**config.mk**
```make
export PLATFORM = sky130hd
export DESIGN_NAME = pipeline_hazard_ctrl
export DESIGN_NICKNAME = d
export VERILOG_FILES = /design/src/rtl/pipeline_hazard_ctrl.sv
export SDC_FILE = /design/constraint.sdc
export NUM_CORES = 1
export LEC_CHECK = 0
export CAP_MARGIN = 20
export CORE_MARGIN = 5
export CORE_UTILIZATION = 42
export DETAILED_ROUTE_END_ITERATION = 10
export GPL_TIMING_DRIVEN = 1
export PLACE_DENSITY = 0.82
export SYNTH_ARGS = -nofsm -noshare
export SYNTH_HDL_FRONTEND = slang
export SYNTH_SLANG_ARGS = --single-unit
```
**constraint.sdc**
```tcl
create_clock -name clk -period 2.01 [get_ports clk]
set_clock_uncertainty 0.15 [all_clocks]
set_input_delay 0.3015 -clock clk [delete_from_list [all_inputs] [get_ports clk]]
set_output_delay 0.3015 -clock clk [all_outputs]
set_load 0.05 [all_outputs]
```
**src/rtl/pipeline_hazard_ctrl.sv**
```systemverilog
// Front-end hazard sequencer for the 5-stage RISC-V pipeline: PC enable, IF/ID
// stall/flush, ID/EX bubble and back-end hold, plus saturating stall/flush counters.
module pipeline_hazard_ctrl #(
    parameter int REG_ADDR_WIDTH = 5,
    parameter int CNT_WIDTH      = 16
) (
    input  logic                      clk,
    input  logic                      rst,
    input  logic                      cpu_en,
    input  logic [REG_ADDR_WIDTH-1:0] id_rs1,
    input  logic [REG_ADDR_WIDTH-1:0] id_rs2,
    input  logic                      id_use_rs1,
    input  logic                      id_use_rs2,
    input  logic                      ex_mem_read,
    input  logic [REG_ADDR_WIDTH-1:0] ex_rd,
    input  logic                      ex_redirect,
    input  logic                      imem_ready,
    input  logic                      dmem_req,
    input  logic                      dmem_ready,
    output logic                      pc_en,
    output logic                      if_id_stall,
    output logic                      if_id_flush,
    output logic                      id_ex_bubble,
    output logic                      back_stall,
    output logic [CNT_WIDTH-1:0]      stall_cnt,
    output logic [CNT_WIDTH-1:0]      flush_cnt,
    output logic [1:0]                dbg_state
);

    typedef enum logic [1:0] {
        S_HALT  = 2'd0,
        S_RUN   = 2'd1,
        S_DWAIT = 2'd2,
        S_IWAIT = 2'd3
    } state_e;

    state_e               state_q, state_d;
    logic [CNT_WIDTH-1:0] stall_cnt_q, stall_cnt_d;
    logic [CNT_WIDTH-1:0] flush_cnt_q, flush_cnt_d;

    logic load_use;
    logic dmem_wait;
    logic eval_en;
    logic eval_dmem;
    logic count_en;

    localparam logic [CNT_WIDTH-1:0] CNT_ONE = {{(CNT_WIDTH-1){1'b0}}, 1'b1};
    localparam logic [CNT_WIDTH-1:0] CNT_MAX = {CNT_WIDTH{1'b1}};

    // Memory handshakes: a request is outstanding while *_ready is low; the
    // cycle in which ready is high completes it and releases the hold in that cycle.
    assign dmem_wait = dmem_req & ~dmem_ready;
    assign load_use  = ex_mem_read & (ex_rd != '0) &
                       ((id_use_rs1 & (id_rs1 == ex_rd)) |
                        (id_use_rs2 & (id_rs2 == ex_rd)));

    always_ff @(posedge clk or negedge rst) begin
        if (!rst) begin
            state_q     <= S_HALT;
            stall_cnt_q <= '0;
            flush_cnt_q <= '0;
        end else begin
            state_q     <= state_d;
            stall_cnt_q <= stall_cnt_d;
            flush_cnt_q <= flush_cnt_d;
        end
    end

    always_comb begin
        state_d = state_q;
        case (state_q)
            S_HALT:  if (cpu_en) state_d = S_RUN;
            S_RUN: begin
                if (!cpu_en)
                    state_d = S_HALT;
                else if (dmem_wait)
                    state_d = S_DWAIT;
                else if (!ex_redirect && !load_use && !imem_ready)
                    state_d = S_IWAIT;
            end
            // An outstanding data access must complete even when the core is disabled.
            S_DWAIT: if (dmem_ready) state_d = cpu_en ? S_RUN : S_HALT;
            S_IWAIT: begin
                if (!cpu_en)
                    state_d = S_HALT;
                else if (imem_ready)
                    state_d = dmem_wait ? S_DWAIT : S_RUN;
            end
            default: state_d = S_HALT;
        endcase
    end

    always_comb begin
        pc_en        = 1'b0;
        if_id_stall  = 1'b0;
        if_id_flush  = 1'b0;
        id_ex_bubble = 1'b0;
        back_stall   = 1'b0;
        eval_en      = 1'b0;
        eval_dmem    = 1'b0;
        case (state_q)
            S_RUN: begin
                if (!cpu_en) if_id_stall = 1'b1;
                else begin
                    eval_en   = 1'b1;
                    eval_dmem = 1'b1;
                end
            end
            S_DWAIT: begin
                if (!dmem_ready) begin
                    back_stall  = 1'b1;
                    if_id_stall = 1'b1;
                end else if (!cpu_en) begin
                    if_id_stall = 1'b1;
                end else begin
                    eval_en = 1'b1;
                end
            end
            S_IWAIT: begin
                if (!cpu_en) begin
                    if_id_stall = 1'b1;
                end else if (!imem_ready) begin
                    if_id_flush  = 1'b1;
                    id_ex_bubble = ex_redirect;
                end else begin
                    eval_en   = 1'b1;
                    eval_dmem = 1'b1;
                end
            end
            default: if_id_stall = 1'b1;
        endcase

        if (eval_en) begin
            if (eval_dmem && dmem_wait) begin
                back_stall  = 1'b1;
                if_id_stall = 1'b1;
            end else if (ex_redirect) begin
                if_id_flush  = 1'b1;
                id_ex_bubble = 1'b1;
                pc_en        = 1'b1;
            end else if (load_use) begin
                if_id_stall  = 1'b1;
                id_ex_bubble = 1'b1;
            end else if (!imem_ready) begin
                if_id_flush = 1'b1;
            end else begin
                pc_en = 1'b1;
            end
        end
    end

    // The idle hold in HALT is not a hazard stall, so it is not counted.
    assign count_en = cpu_en & (state_q != S_HALT);

    always_comb begin
        stall_cnt_d = stall_cnt_q;
        flush_cnt_d = flush_cnt_q;
        if (count_en && if_id_stall && stall_cnt_q != CNT_MAX)
            stall_cnt_d = stall_cnt_q + CNT_ONE;
        if (count_en && if_id_flush && flush_cnt_q != CNT_MAX)
            flush_cnt_d = flush_cnt_q + CNT_ONE;
    end

    assign stall_cnt = stall_cnt_q;
    assign flush_cnt = flush_cnt_q;
    assign dbg_state = state_q;

endmodule

```
Word-level counts from Yosys, hierarchy flattened
Index checks and enable logic that the tools add are counted.
{ "totals": {"ff_bits": 34, "input_bits": 25, "out_inout_bits": 39, "elab_cells": 85} }
{ "classes": {"addsub": 2, "eq_ne": 11, "n_mux": 46, "bitwise_logic": 8, "n_reduce_logical": 15} }
{ "ops": {"columns": ["cell", "count"], "rows": [
  ["$mux 1", 34],
  ["$add 16x1->16 const B", 2],
  ["$ne 16x16->1 const B", 2],
  ["$mux 2", 8],
  ["$eq 5x5->1", 2],
  ["$pmux 2 s4", 1],
  ["$logic_and 1x1->1", 7],
  ["$and 1x1->1", 6],
  ["$reduce_bool 5->1", 1],
  ["$eq 2x2->1 const B", 2],
  ["$ne 2x2->1 const B", 2],
  ["$ne 4x4->1 const B", 1],
  ["$pmux 1 s2", 2],
  ["$reduce_and 4->1", 1],
  ["$logic_not 1->1", 3],
  ["$ne 3x3->1 const B", 1],
  ["$pmux 1 s3", 1],
  ["$eq 2x1->1 const B", 1],
  ["$logic_not 2->1", 1],
  ["$reduce_bool 2->1", 1],
  ["$reduce_or 2->1", 1],
  ["$not 1->1", 1],
  ["$or 1x1->1", 1]
]} }

Depth between registers and ports, before layout
{ "depth": {"ltp_word": 11, "ltp_mapped": 9, "ltp_nobuf": 7} }

Worst setup path after synthesis
Ideal clock, no wire load.
{ "synth_path": {"path_kind": "register to output", "from": "reg state_q[0] (netlist: dbg_state[0])", "to": "out id_ex_bubble", "arrival_ns": 2.450, "required_time_ns": 1.559, "slack_ns": -0.892, "path_stages_with_launch": 6, "path_buffers": 1, "cell_sequence": "dfrtp_1 buf_2 and4b_1 a31oi_1 nor2_1 o21ai_0"} }
{ "synth_via": {"elab_chain_len": 6, "elab_cells_between_ends": 11, "cone_classes": "eq/ne (3); mux (7); reduce/logical (1)"} }
{ "synth_lines": {"columns": ["item", "line", "text"], "rows": [
  ["start, declared", "37", "state_e state_q, state_d;"],
  ["start signal, assigned", "63", "state_q <= state_d;"],
  ["$eq 2x2->1", "101", "case (state_q)"],
  ["$mux 1", "101", null],
  ["$mux 1", "141", "end else if (load_use) begin"],
  ["$mux 1", "137", "end else if (ex_redirect) begin"],
  ["$mux 1", "134", "if (eval_dmem && dmem_wait) begin"],
  ["$mux 1 *", "133", "if (eval_en) begin"],
  ["end, declared", "23", "output logic id_ex_bubble,"]
]} }
Every way passes the cells marked *; elsewhere a longest branch is shown, timed or not.

Worst setup path after layout
{ "layout_path": {"from": "in ex_rd[4]", "to": "out pc_en"} }
{ "layout_via": {"elab_chain_len": 8, "elab_cells_between_ends": 12, "cone_classes": "eq/ne (2); mux (4); bitwise (5); reduce/logical (1)"} }
{ "layout_lines": {"columns": ["item", "line", "text"], "rows": [
  ["start, declared", "15", "input logic [REG_ADDR_WIDTH-1:0] ex_rd,"],
  ["$eq 5x5->1 (on tied branches)", "54, 55", null],
  ["$and 1x1->1 (on tied branches)", "54, 55", null],
  ["$or 1x1->1", "54", "((id_use_rs1 & (id_rs1 == ex_rd)) |"],
  ["$and 1x1->1 *", "53", "assign load_use = ex_mem_read & (ex_rd != '0) &"],
  ["$mux 1 *", "141", null],
  ["$mux 1 *", "137", null],
  ["$mux 1 *", "134", null],
  ["$mux 1 *", "133", null],
  ["end, declared", "20", "output logic pc_en,"]
]} }
Marked as above.

==> metrics.cfg <==
[worst_setup_path]
cp_num_buf_inv=2
worstPathRequired_ns=1.56
slowest_stage=or4_4
slowest_delay_ns=0.52
crit_arrival_ns=1.71
crit_family=simple AND/OR/NAND/NOR gates
critical_path_class=primary input to primary output
crit_chain=buf_8, or4_4, o21a_4, and2_4, o21a_1, nor2_4, buf_12
worstPathMaxFanout=4
start_kind=primary input
crit_path_end_kind=primary output

[power_and_ir_drop]
powerDensity_nw_per_um2=1000
vdd_ir_drop_max_v=0.000887
leakage_nw=1.57

[timing]
final_max_slew_viol_count=0
worst_pin_slew_ns=0.513
setup_viol=10
relSlewSlack_pct=65.7
fmax_mhz=462
layout_setup_ws_ns=-0.152
period_share_pct=108
period_needed_ns=2.16
hold_viol_final=0
rsz0062_at_grt=true

[yosys]
synth_compound_area_share_pct=9.62
ys_ff_latch=34
synth_xor_xnor_area_share_pct=15.6
syn_nets=239
synth_cells=212
synth_warnings=0
async_flop_share_pct=100
synth_ff_type=dfrtp_1
synth_top_family_by_area=simple AND/OR/NAND/NOR gates
synth_mux_area_share_pct=2.89
netlist_area_sq_um=2080
synth-edff-count=0
syn_area_per_cell_sq_um=9.81
seq_area_frac_synth_pct=40.9
synthAdderAreaFrac_pct=1.20
synthSimpleGateAreaFrac_pct=26.8
synth.distinct_cells=47

[floorplan]
die_h_um=80.4
num_rows=25
die_x_um=80.4
core_area_sq_um=4750
start_util_pct=43.8
io_pins=64
die-area_sq_um=6460

[clock_tree]
cts.clk_slew.worst_paths_ns=0.07
cts_tree=built
cts_sinks=34
clock-root-buffer=clkbuf_8
numCtsBuffers=5
clockBufferDepth=2
postCtsHoldBufs=0
htreeDepth=2
clock_latency_ns=0.29

[final_layout]
fillers=334
syn_to_final_growth_pct=72.2
nNetsFinal=355
diodes=0
final_common_cell=buf_4
layout-drive-gt1-share_pct=50.2
fin_util_pct=75.3
finalNonFillerCells=396
register_area_sq_um=881
final_cell_mix=71 x buf_4, 25 x xnor2_1, 24 x dfrtp_2
multi_input_area_sq_um=1500

[outcome]
status=complete, but fails checks
violations=negative setup slack

[route]
wl_um=6790
num_vias=2113
ant_nets=0
drt_iter0_drc=141
viasPerCell=5.34
dr.pass1.iters=4
wl_per_cell_um=17.2
remaining_drc_errors=0

[global_route]
antenna_found_initial=0
grt_overflow=0
grt_pass1_vias=2174
grt_use_total_pct=19.7
grt_pass1_wl_um=9940
grt_max_degree=35

[worst_hold_path]
hold_class=primary input to async pin

[place]
detailed_place_hpwl_um=4280
gp_congestion=0.820
io_buffers=63
dpl.cell_count=376

[flow_run]
maxCapViolCount=0

## repair_timing
| action | in CTS | in global routing |
|---|---|---|
| cloned | 1 | 0 |
| gates resized for setup | 53 | 19 |
| endpoints found under the setup margin | 38 | 17 |
| setup buffers | 7 | 4 |
| pin swaps | 24 | 25 |
## sequential cells by signal (all words and copies together) (netlist names)
name	flops
dbg_state	2
stall_cnt	16
flush_cnt	16
## Yosys cell counts, drive strengths merged, types with 5 or more instances
library cell | number | area (sq um)
nand3 | 14 | 70.1
nand4 | 10 | 62.6
nor3 | 8 | 40.0
buf | 7 | 43.8
a21oi | 5 | 25.0
xor2 | 11 | 96.3
xnor2 | 26 | 228
dfrtp | 34 | 851
and3 | 8 | 50.1
nor2 | 13 | 56.3
mux2 | 5 | 60.1
nand2 | 23 | 86.3
## layout make-up
type                    instances  share of cell area, %
clock buffers                   7                   2.41
clock inverters                 1                  0.140
inverters                       4                  0.419
multi-input cells             167                   41.8
flip-flops and latches         34                   24.6
well taps                      67                   2.34
repair buffers                116                   28.3
## metal layers
metal / wire [um] / GRT usage (%)
met1: 2710 / 23.1
met2: 3680 / 35.2
met3: 282 / 3.70
met4: 125 / 7.94
met5: 0 / 0
## kinds of logic (layout without fill, tap and decap cells)
kind of cell	Yosys count	in the layout
simple gates	98	98
xor+xnor	37	37
flops	34	34
compound gates	24	25
buf+inv	12	128
mux	5	5
fa+ha+maj	2	2
## final timing paths
check,start,end,slack [ns],cells past startpoint
max,ex_rd[4],pc_en,-0.15,7
min,rst,stall_cnt[8],0.27,2
max reg2reg,dbg_state[0],stall_cnt[8],-0.06,7
min reg2reg,flush_cnt[6],flush_cnt[6],0.34,1
max in group asynchronous,rst,dbg_state[1],1.11,2
min in group clk,flush_cnt[6],flush_cnt[6],0.34,1
## power breakdown
| group | internal, mW | switching [mW] | leakage [nW] |
|---|---|---|---|
| clock | 0.276 | 0.250 | 0.0482 |
| combinational | 0.847 | 1.19 | 1.11 |
| sequential | 0.829 | 0.187 | 0.414 |
## stage by stage
step / total power, mW / setup TNS (ns) / hold slack, ns / area (sq um) / setup WS, ns
floorplan: 2.17 / -0.992 / -0.144 / 2260 / -0.114
detailed placement: 2.85 / -20.79 / 0.327 / 3200 / -0.645
global placement: 2.81 / -19.29 / 0.313 / 3200 / -0.603
CTS: 3.49 / -0.629 / 0.290 / 3450 / -0.215
global route: 3.75 / -1.71 / 0.332 / 3580 / -0.192
finish: 3.58 / -0.706 / 0.273 / 3580 / -0.152
Note: power is estimated with default switching activity, not from simulation.
